--- src/rtl/jtframe_sdram_arb.sv ---
// rtl/jtframe_sdram_arb.sv - Round-robin SDRAM command arbiter with download port and refresh scheduling
module jtframe_sdram_arb #(
    parameter int         BANKS       = 4,
    parameter int         SDRAMW      = 23,
    parameter logic [3:0] WRMASK      = 4'b0001,
    parameter int         RFSH_PERIOD = 390,
    parameter int         RFSH_MAX    = 8
) (
    input  logic                      clk_rom,
    input  logic                      rst_n,
    input  logic                      downloading,
    input  logic [SDRAMW-1:0]         prog_addr,
    input  logic [1:0]                prog_ba,
    input  logic [15:0]               prog_data,
    input  logic [1:0]                prog_mask,
    input  logic                      prog_we,
    input  logic                      prog_rd,
    output logic                      prog_ack,
    output logic                      prog_rdy,
    input  logic [BANKS*SDRAMW-1:0]   ba_addr,
    input  logic [BANKS-1:0]          ba_rd,
    input  logic [BANKS-1:0]          ba_wr,
    input  logic [BANKS*16-1:0]       ba_din,
    input  logic [BANKS*2-1:0]        ba_din_m,
    output logic [BANKS-1:0]          ba_ack,
    output logic [BANKS-1:0]          ba_rdy,
    output logic [15:0]               dout,
    input  logic                      rfsh_en,
    output logic [SDRAMW-1:0]         ctl_addr,
    output logic [1:0]                ctl_ba,
    output logic                      ctl_rd,
    output logic                      ctl_wr,
    output logic                      ctl_rfsh,
    output logic [15:0]               ctl_din,
    output logic [1:0]                ctl_dm,
    input  logic                      ctl_ack,
    input  logic                      ctl_rdy,
    input  logic [15:0]               ctl_dout
);

    localparam int             RCW       = (RFSH_PERIOD > 1) ? $clog2(RFSH_PERIOD) : 1;
    localparam logic [RCW-1:0] RLAST     = RCW'(RFSH_PERIOD - 1);
    localparam logic [3:0]     PMAX      = 4'(RFSH_MAX);
    localparam logic [1:0]     LAST_BANK = 2'(BANKS - 1);

    typedef enum logic [1:0] {IDLE, WAIT_ACK, WAIT_RDY, WAIT_RACK} state_t;

    state_t             state;
    logic [1:0]         rr;
    logic [1:0]         own_bank;
    logic               own_prog;
    logic [RCW-1:0]     rcnt;
    logic [3:0]         pend;

    logic [BANKS-1:0]   req;
    logic [BANKS-1:0]   own_hot;
    logic               gnt_found;
    logic [1:0]         gnt_idx;
    logic [1:0]         rr_next;
    logic [SDRAMW-1:0]  sel_addr;
    logic [15:0]        sel_din;
    logic [1:0]         sel_dm;
    logic               sel_wr;
    logic               rcnt_wrap;
    logic               rfsh_done;

    // A bank whose WRMASK bit is clear can only request through ba_rd.
    always_comb begin
        req     = '0;
        own_hot = '0;
        for (int i = 0; i < BANKS; i++) begin
            req[i]     = ba_rd[i] | (ba_wr[i] & WRMASK[i]);
            own_hot[i] = (own_bank == 2'(i));
        end
    end

    // Lowest requester at or after rr wins; otherwise wrap to the lowest requester overall.
    always_comb begin
        gnt_found = 1'b0;
        gnt_idx   = 2'd0;
        for (int i = BANKS - 1; i >= 0; i--) begin
            if (req[i]) begin
                gnt_found = 1'b1;
                gnt_idx   = 2'(i);
            end
        end
        for (int i = BANKS - 1; i >= 0; i--) begin
            if (req[i] && (2'(i) >= rr)) begin
                gnt_idx = 2'(i);
            end
        end
        rr_next = (gnt_idx == LAST_BANK) ? 2'd0 : gnt_idx + 2'd1;
    end

    always_comb begin
        sel_addr = '0;
        sel_din  = '0;
        sel_dm   = '0;
        sel_wr   = 1'b0;
        for (int i = 0; i < BANKS; i++) begin
            if (gnt_idx == 2'(i)) begin
                sel_addr = ba_addr[i*SDRAMW +: SDRAMW];
                sel_din  = ba_din[i*16 +: 16];
                sel_dm   = ba_din_m[i*2 +: 2];
                sel_wr   = ba_wr[i] & WRMASK[i];
            end
        end
    end

    assign rcnt_wrap = (rcnt == RLAST);
    assign rfsh_done = (state == WAIT_RACK) && ctl_ack;

    always_ff @(posedge clk_rom or negedge rst_n) begin
        if (!rst_n) begin
            state    <= IDLE;
            rr       <= 2'd0;
            own_bank <= 2'd0;
            own_prog <= 1'b0;
            rcnt     <= '0;
            pend     <= 4'd0;
            prog_ack <= 1'b0;
            prog_rdy <= 1'b0;
            ba_ack   <= '0;
            ba_rdy   <= '0;
            dout     <= 16'd0;
            ctl_addr <= '0;
            ctl_ba   <= 2'd0;
            ctl_rd   <= 1'b0;
            ctl_wr   <= 1'b0;
            ctl_rfsh <= 1'b0;
            ctl_din  <= 16'd0;
            ctl_dm   <= 2'd0;
        end else begin
            rcnt <= rcnt_wrap ? '0 : rcnt + RCW'(1);
            // A credit arriving together with a completed refresh cancels out.
            if (rcnt_wrap && !rfsh_done && (pend != PMAX)) begin
                pend <= pend + 4'd1;
            end else if (rfsh_done && !rcnt_wrap) begin
                pend <= pend - 4'd1;
            end

            prog_ack <= 1'b0;
            prog_rdy <= 1'b0;
            ba_ack   <= '0;
            ba_rdy   <= '0;

            case (state)
                IDLE: begin
                    if (pend == PMAX) begin
                        ctl_rfsh <= 1'b1;
                        state    <= WAIT_RACK;
                    end else if (downloading && (prog_we || prog_rd)) begin
                        ctl_addr <= prog_addr;
                        ctl_ba   <= prog_ba;
                        ctl_din  <= prog_data;
                        ctl_dm   <= prog_mask;
                        ctl_wr   <= prog_we;
                        ctl_rd   <= !prog_we;
                        own_prog <= 1'b1;
                        state    <= WAIT_ACK;
                    end else if (rfsh_en && (pend != 4'd0)) begin
                        ctl_rfsh <= 1'b1;
                        state    <= WAIT_RACK;
                    end else if (!downloading && gnt_found) begin
                        ctl_addr <= sel_addr;
                        ctl_ba   <= gnt_idx;
                        ctl_din  <= sel_din;
                        ctl_dm   <= sel_dm;
                        ctl_wr   <= sel_wr;
                        ctl_rd   <= !sel_wr;
                        own_prog <= 1'b0;
                        own_bank <= gnt_idx;
                        rr       <= rr_next;
                        state    <= WAIT_ACK;
                    end
                end
                WAIT_ACK: begin
                    if (ctl_ack) begin
                        ctl_rd <= 1'b0;
                        ctl_wr <= 1'b0;
                        if (own_prog) begin
                            prog_ack <= 1'b1;
                        end else begin
                            ba_ack <= own_hot;
                        end
                        state <= WAIT_RDY;
                    end
                end
                WAIT_RDY: begin
                    if (ctl_rdy) begin
                        dout <= ctl_dout;
                        if (own_prog) begin
                            prog_rdy <= 1'b1;
                        end else begin
                            ba_rdy <= own_hot;
                        end
                        state <= IDLE;
                    end
                end
                WAIT_RACK: begin
                    if (ctl_ack) begin
                        ctl_rfsh <= 1'b0;
                        state    <= IDLE;
                    end
                end
                default: state <= IDLE;
            endcase
        end
    end

endmodule

--- config.mk ---
export PLATFORM = sky130hd
export DESIGN_NAME = jtframe_sdram_arb
export DESIGN_NICKNAME = d
export VERILOG_FILES = /design/src/rtl/jtframe_sdram_arb.sv
export SDC_FILE = /design/constraint.sdc
export NUM_CORES = 1
export LEC_CHECK = 0
export ABC_AREA = 0
export BUFFER_PORTS_ARGS = -buffer_cell sky130_fd_sc_hd__buf_2
export CAP_MARGIN = 20
export CORE_AREA = 2 2 122 124
export CTS_BUF_LIST = sky130_fd_sc_hd__clkbuf_4 sky130_fd_sc_hd__clkbuf_8
export DETAILED_ROUTE_END_ITERATION = 6
export DIE_AREA = 0 0 124 126
export HOLD_SLACK_MARGIN = 0.08
export PLACE_DENSITY = 0.79
export SYNTH_ARGS = -nofsm -noshare
export SYNTH_HDL_FRONTEND = slang
export SYNTH_SLANG_ARGS = --single-unit
--- constraint.sdc ---
create_clock -name clk_rom -period 4.5 [get_ports clk_rom]
set_input_delay 0.675 -clock clk_rom [delete_from_list [all_inputs] [get_ports clk_rom]]
set_output_delay 0.675 -clock clk_rom [all_outputs]
set_load 0.01 [all_outputs]
* Yosys cells after proc, flatten, opt, wreduce, memory -nomap -nowiden
Index checks and enable logic that the tools add are counted.
** Storage, ports and cells
- Register bits :: 92
- Input bits :: 239
- Output and inout bits :: 72
- Word-level logic and storage cells :: 163
** Operators by class
- Add/sub/neg operators :: 4
- Order comparisons :: 4
- Eq/ne operators :: 22
- Multiplexer cells :: 80
- Bitwise gates (word level) :: 4
- Reduce and logical (&&, ||, !) cells :: 31
** Operators with widths (count)
- $mux 23 :: 7
- $mux 16 :: 7
- $mux 2 :: 26
- $mux 1 :: 28
- $mux 4 :: 7
- $eq 2x2->1 const B :: 6
- $ne 3x3->1 const B :: 4
- $reduce_and 4->1 :: 3
- $logic_and 1x1->1 :: 11
- $ne 2x2->1 const B :: 5
- $reduce_and 5->1 :: 2
- $add 9x1->9 const B :: 1
- $eq 9x9->1 const B :: 1
- $mux 9 :: 1
- $pmux 2 s4 :: 1
- $reduce_bool 2->1 :: 4
- $eq 2x1->1 const B :: 3
- $logic_not 2->1 :: 3
- $pmux 1 s2 :: 3
- $logic_not 1->1 :: 5
- $ne 5x5->1 const B :: 1
- $add 4x1->4 const B :: 1
- $eq 4x4->1 const B :: 1
- $ge 1x2->1 const A :: 2
- other kinds (9) :: 12

* Depth between registers and ports, before layout
- Word-level depth :: 19
- Mapped depth :: 11
- Depth with buffers taken out :: 10

* Least setup slack after synthesis
Ideal clock, no wire load.
- Path kind :: input port to flip-flop
- Start :: input port ba_rd[0]
- End :: register ctl_addr[6]
- Library setup time :: 0.065 ns
- Data arrival time :: 2.717 ns
- Required time :: 4.435 ns
- Slack :: 1.719 ns
- Stages on the path :: 11
- Path buffers :: 2
- Cell sequence :: nor2_1 nor3b_1 or3_1 inv_1 ha_1 clkbuf_1 clkbuf_1 a21oi_1 a221o_1 a21oi_1 mux2_2
** On the way
- Cells in the longest elaborated chain, start to end :: 14
- Elaborated cells on any way between the ends :: 22
- Those cells by class :: eq/ne: 3; mux: 13; bitwise: 1; reduce/logical: 5
** RTL lines
- start: declaration :: RTL line 21 : input logic [BANKS-1:0] ba_rd,
- $or 1x1->1 (*) :: RTL line 72 : req[i] = ba_rd[i] | (ba_wr[i] & WRMASK[i]);
- $mux 2 :: RTL line 82 : if (req[i]) begin
- $mux 2 (3 in series) :: RTL line 88 : if (req[i] && (2'(i) >= rr)) begin
- $mux 2 (*) :: RTL line 88
- net gnt_idx[0] :: RTL line 58 : logic [1:0] gnt_idx;
- $logic_not 2->1 :: RTL line 101 : if (gnt_idx == 2'(i)) begin
- $mux 23 (3 in series) :: RTL line 101
- $mux 23 (*) :: RTL line 101
- $mux 23 (*) :: RTL line 164 : end else if (!downloading && gnt_found) begin
- $mux 23 (*) :: RTL line 161 : end else if (rfsh_en && (pend != 4'd0)) begin
- $mux 23 (*) :: RTL line 152 : end else if (downloading && (prog_we || prog_rd)) begin
- end signal: assignment :: RTL line 153 : ctl_addr <= prog_addr;
- end signal: assignment :: RTL line 165 : ctl_addr <= sel_addr;
- end: declaration :: RTL line 29 : output logic [SDRAMW-1:0] ctl_addr,
Mark *: on every way through the listed nets, which the timed path passes. The rest lies on a longest branch. The select of a mux whose other input is x is not followed.
A chain may end at the register's enable or synchronous reset.

* Worst setup path in the final report
- Start :: input port ba_wr[0]
- End :: register ctl_din[1]
** On the way
- Cells in the longest elaborated chain, start to end :: 14
- Elaborated cells on any way between the ends :: 22
- Those cells by class :: eq/ne: 3; mux: 13; bitwise: 1; reduce/logical: 5
** RTL lines
- start: declaration :: RTL line 22 : input logic [BANKS-1:0] ba_wr,
- $or 1x1->1 (*) :: RTL line 72
- $mux 2 :: RTL line 82
- $mux 2 (3 in series) :: RTL line 88
- $mux 2 (*) :: RTL line 88
- net gnt_idx[0] :: RTL line 58
- $logic_not 2->1 :: RTL line 101
- $mux 16 (3 in series) :: RTL line 101
- $mux 16 (*) :: RTL line 101
- $mux 16 (*) :: RTL line 164
- $mux 16 (*) :: RTL line 161
- $mux 16 (*) :: RTL line 152
- end signal: assignment :: RTL line 155 : ctl_din <= prog_data;
- end signal: assignment :: RTL line 167 : ctl_din <= sel_din;
- end: declaration :: RTL line 34 : output logic [15:0] ctl_din,
Marks and branches as above.

==> qor.csv <==
metric;value;unit
placed cells;1054;
Die ar.;15600;sq um
final worst hold slack;0.343;ns
Max FO, Critical Path;33;
Core Rows;44;
HP Class;in2async;
layout net count;1129;
Synth Cell Area;5630;sq um
clk slew on worst S/H paths;0.10;ns
Worst-Margin Slew;1.08;ns
Mean Syn Cell Area;9.31;sq um
Leak;3.69;nW
remaining routing DRC violations;0;
violation count after the first detailed-routing iteration;320;
final hold violation count;0;
die height;126;um
I/O pins;311;
# setup viols final;0;
placer congestion estimate;0.881;
Clock Skew;0.0109;ns
Final Cell Area;7480;sq um
Slew Limit Fails;0;
unrepaired setup endpoints after global routing;no;
ys flop type;dfrtp_1;
htree depth;3;
routed vias/inst;5.34;
vias in the first global route;5511;
Pre-antenna DRT Iters;5;
post-layout min period;3.23;ns
DR vias;5717;
storage element area;2300;sq um
area occupied by multi-input gates;2960;sq um
share of cells above drive strength 1;45.3;%
DP HPWL;12.8;mm
Synth Net Count;853;
Fillers;1355;
P per Cell Area;576;nW/um^2
Area contributors post-synth;dfrtp_1, mux2_2, a21oi_1, a221o_1, nand3b_1;
global-route usage over all layers;22.0;%
most common cell in the netlist;a21oi_1;
critical path data arrival time;3.53;ns
root buffer cell;clkbuf_8;
Distinct cells, synth;41;
Final period util;71.8;%
I/O Buffers;307;
Max IR drop VDD;0.000292;V
core footprint;14300;sq um
synthesis-to-finish area growth;32.7;%
Startpoint Class;input port;
Clock Latency Late Sink;0.37;ns
#FFs+latches synth;92;
placed cell area;7290;sq um
total CTS buffers;9;
Clock Sink Count;92;
setup_tns;0;ns
Critical Path RT;4.80;ns
Max Root-Sink Buffers;2;
status;complete, no violations;
Synth Instances;605;
Fmax;310;MHz
Routed Antenna Nets;0;
crit path kind;in2reg;
Post-synth EDFFs;0;
Overflow after GRT;0;
largest net degree at the start of global routing;61;
initial antenna violation count;0;
Die Span X;124;um
CTS tree;built;
fin worst setup slack;1.27;ns
top cells by count, synth;a21oi_1, dfrtp_1, mux2_2;
Starting Density;39.3;%
Max Cap Viol;0;
post-cts repair resize count;0;
dominant cell type by area after synthesis;dfrtp_1;
Async SR Flop Fraction;100;%
Rel. slew slack;27.7;%
warnings from Yosys;0;
Ant. Diodes;0;
post-CTS setup repair buffer count;0;
drt total wl;17.7;mm
final std cells w/o fill;1070;
R2R cell count;10;
crit path capture type;register;
hold buffers post-CTS;0;
post-synthesis sequential area ratio;40.9;%
average wire per standard cell;16.5;um
Setup Slack @ Placement;0.937;ns
Synth top area share;40.9;%
first-pass GRT wire length;26.9;mm
[cell type report]
| class | instances | area share [%] |
|---|---|---|
| Multi-Input combinational cell | 417 | 39.6 |
| Sequential cell | 92 | 30.8 |
| Timing Repair Buffer | 314 | 21.6 |
| Tap cell | 184 | 3.08 |
| Inverter | 47 | 2.36 |
| Clock buffer | 10 | 1.84 |
| Clock inverter | 6 | 0.686 |
[stage by stage]
step / power [W] / util (%)
after global routing: 0.00463 / 52.2
after global placement: 0.00371 / 50.9
final: 0.00431 / 52.2
after floorplan: 0.00299 / -
after CTS: 0.00434 / 52.2
after detailed placement: 0.00377 / 50.9
[kinds of logic after synthesis]
family | count (synthesis) | synth area share (%)
AOI/OAI and AO/OA | 188 | 21.3
and+or+nand+nor | 143 | 13.9
buffers and inverters | 96 | 6.93
DFF | 92 | 40.9
muxes | 67 | 13.4
xor gates and xnor gates | 10 | 1.56
adders and majority gates | 9 | 2.13
[power breakdown]
part / internal, W / switching, W
Combinational: 0.00116 / 0.00122
Sequential: 0.00117 / 0.000209
Clock: 0.000225 / 0.000323
[state kept, by name, indices dropped and copies added (netlist names), 2 cells and up]
name and flops:
rcnt 9, ctl_addr 23, dout 16, ctl_ba 2
pend 4, ba_rdy 4, ba_ack 4, ctl_dm 2
rr 2, state 2, own_bank 2, ctl_din 16
[final timing paths]
kind	startpoint	endpoint	slack (ns)
worst max-delay path	ba_wr[0]	ctl_din[1]	1.27
worst min-delay path	rst_n	ctl_din[13]	0.34
worst max register to register	rr[1]	ctl_din[1]	1.34
worst min register to register	ctl_rfsh	ctl_rfsh	0.50
max in group asynchronous	rst_n	ctl_addr[4]	3.21
min in group clk_rom	ctl_rfsh	ctl_rfsh	0.50
[placed cells by master, fill, tap and decap left out, types with 6 or more instances in the layout]
cell type	count
nor2_1	57
buf_4	6
clkbuf_8	10
inv_1	47
dfrtp_1	92
a221o_1	41
buf_2	306
nand3b_1	44
mux2_2	63
nand2_1	10
xnor2_1	6
a21oi_1	129
nand3_1	7
[routing by layer]
metal	GRT usage, %	part of all wire (%)
met4	7.27	2.0
met1	26.4	40
met2	39.0	49
met3	4.48	8.3
met5	0	0
[worst max-delay path, cell delays in order]
cell,delay [ns]
buf_2,0.13
nor2_1,0.21
nor3b_1,0.10
or3_1,0.45
inv_1,0.13
ha_2,0.63
buf_4,0.40
a21oi_1,0.11
a221o_1,0.33
a21oi_1,0.17
mux2_2,0.17
No activity file was read; power rests on OpenSTA's default activity.
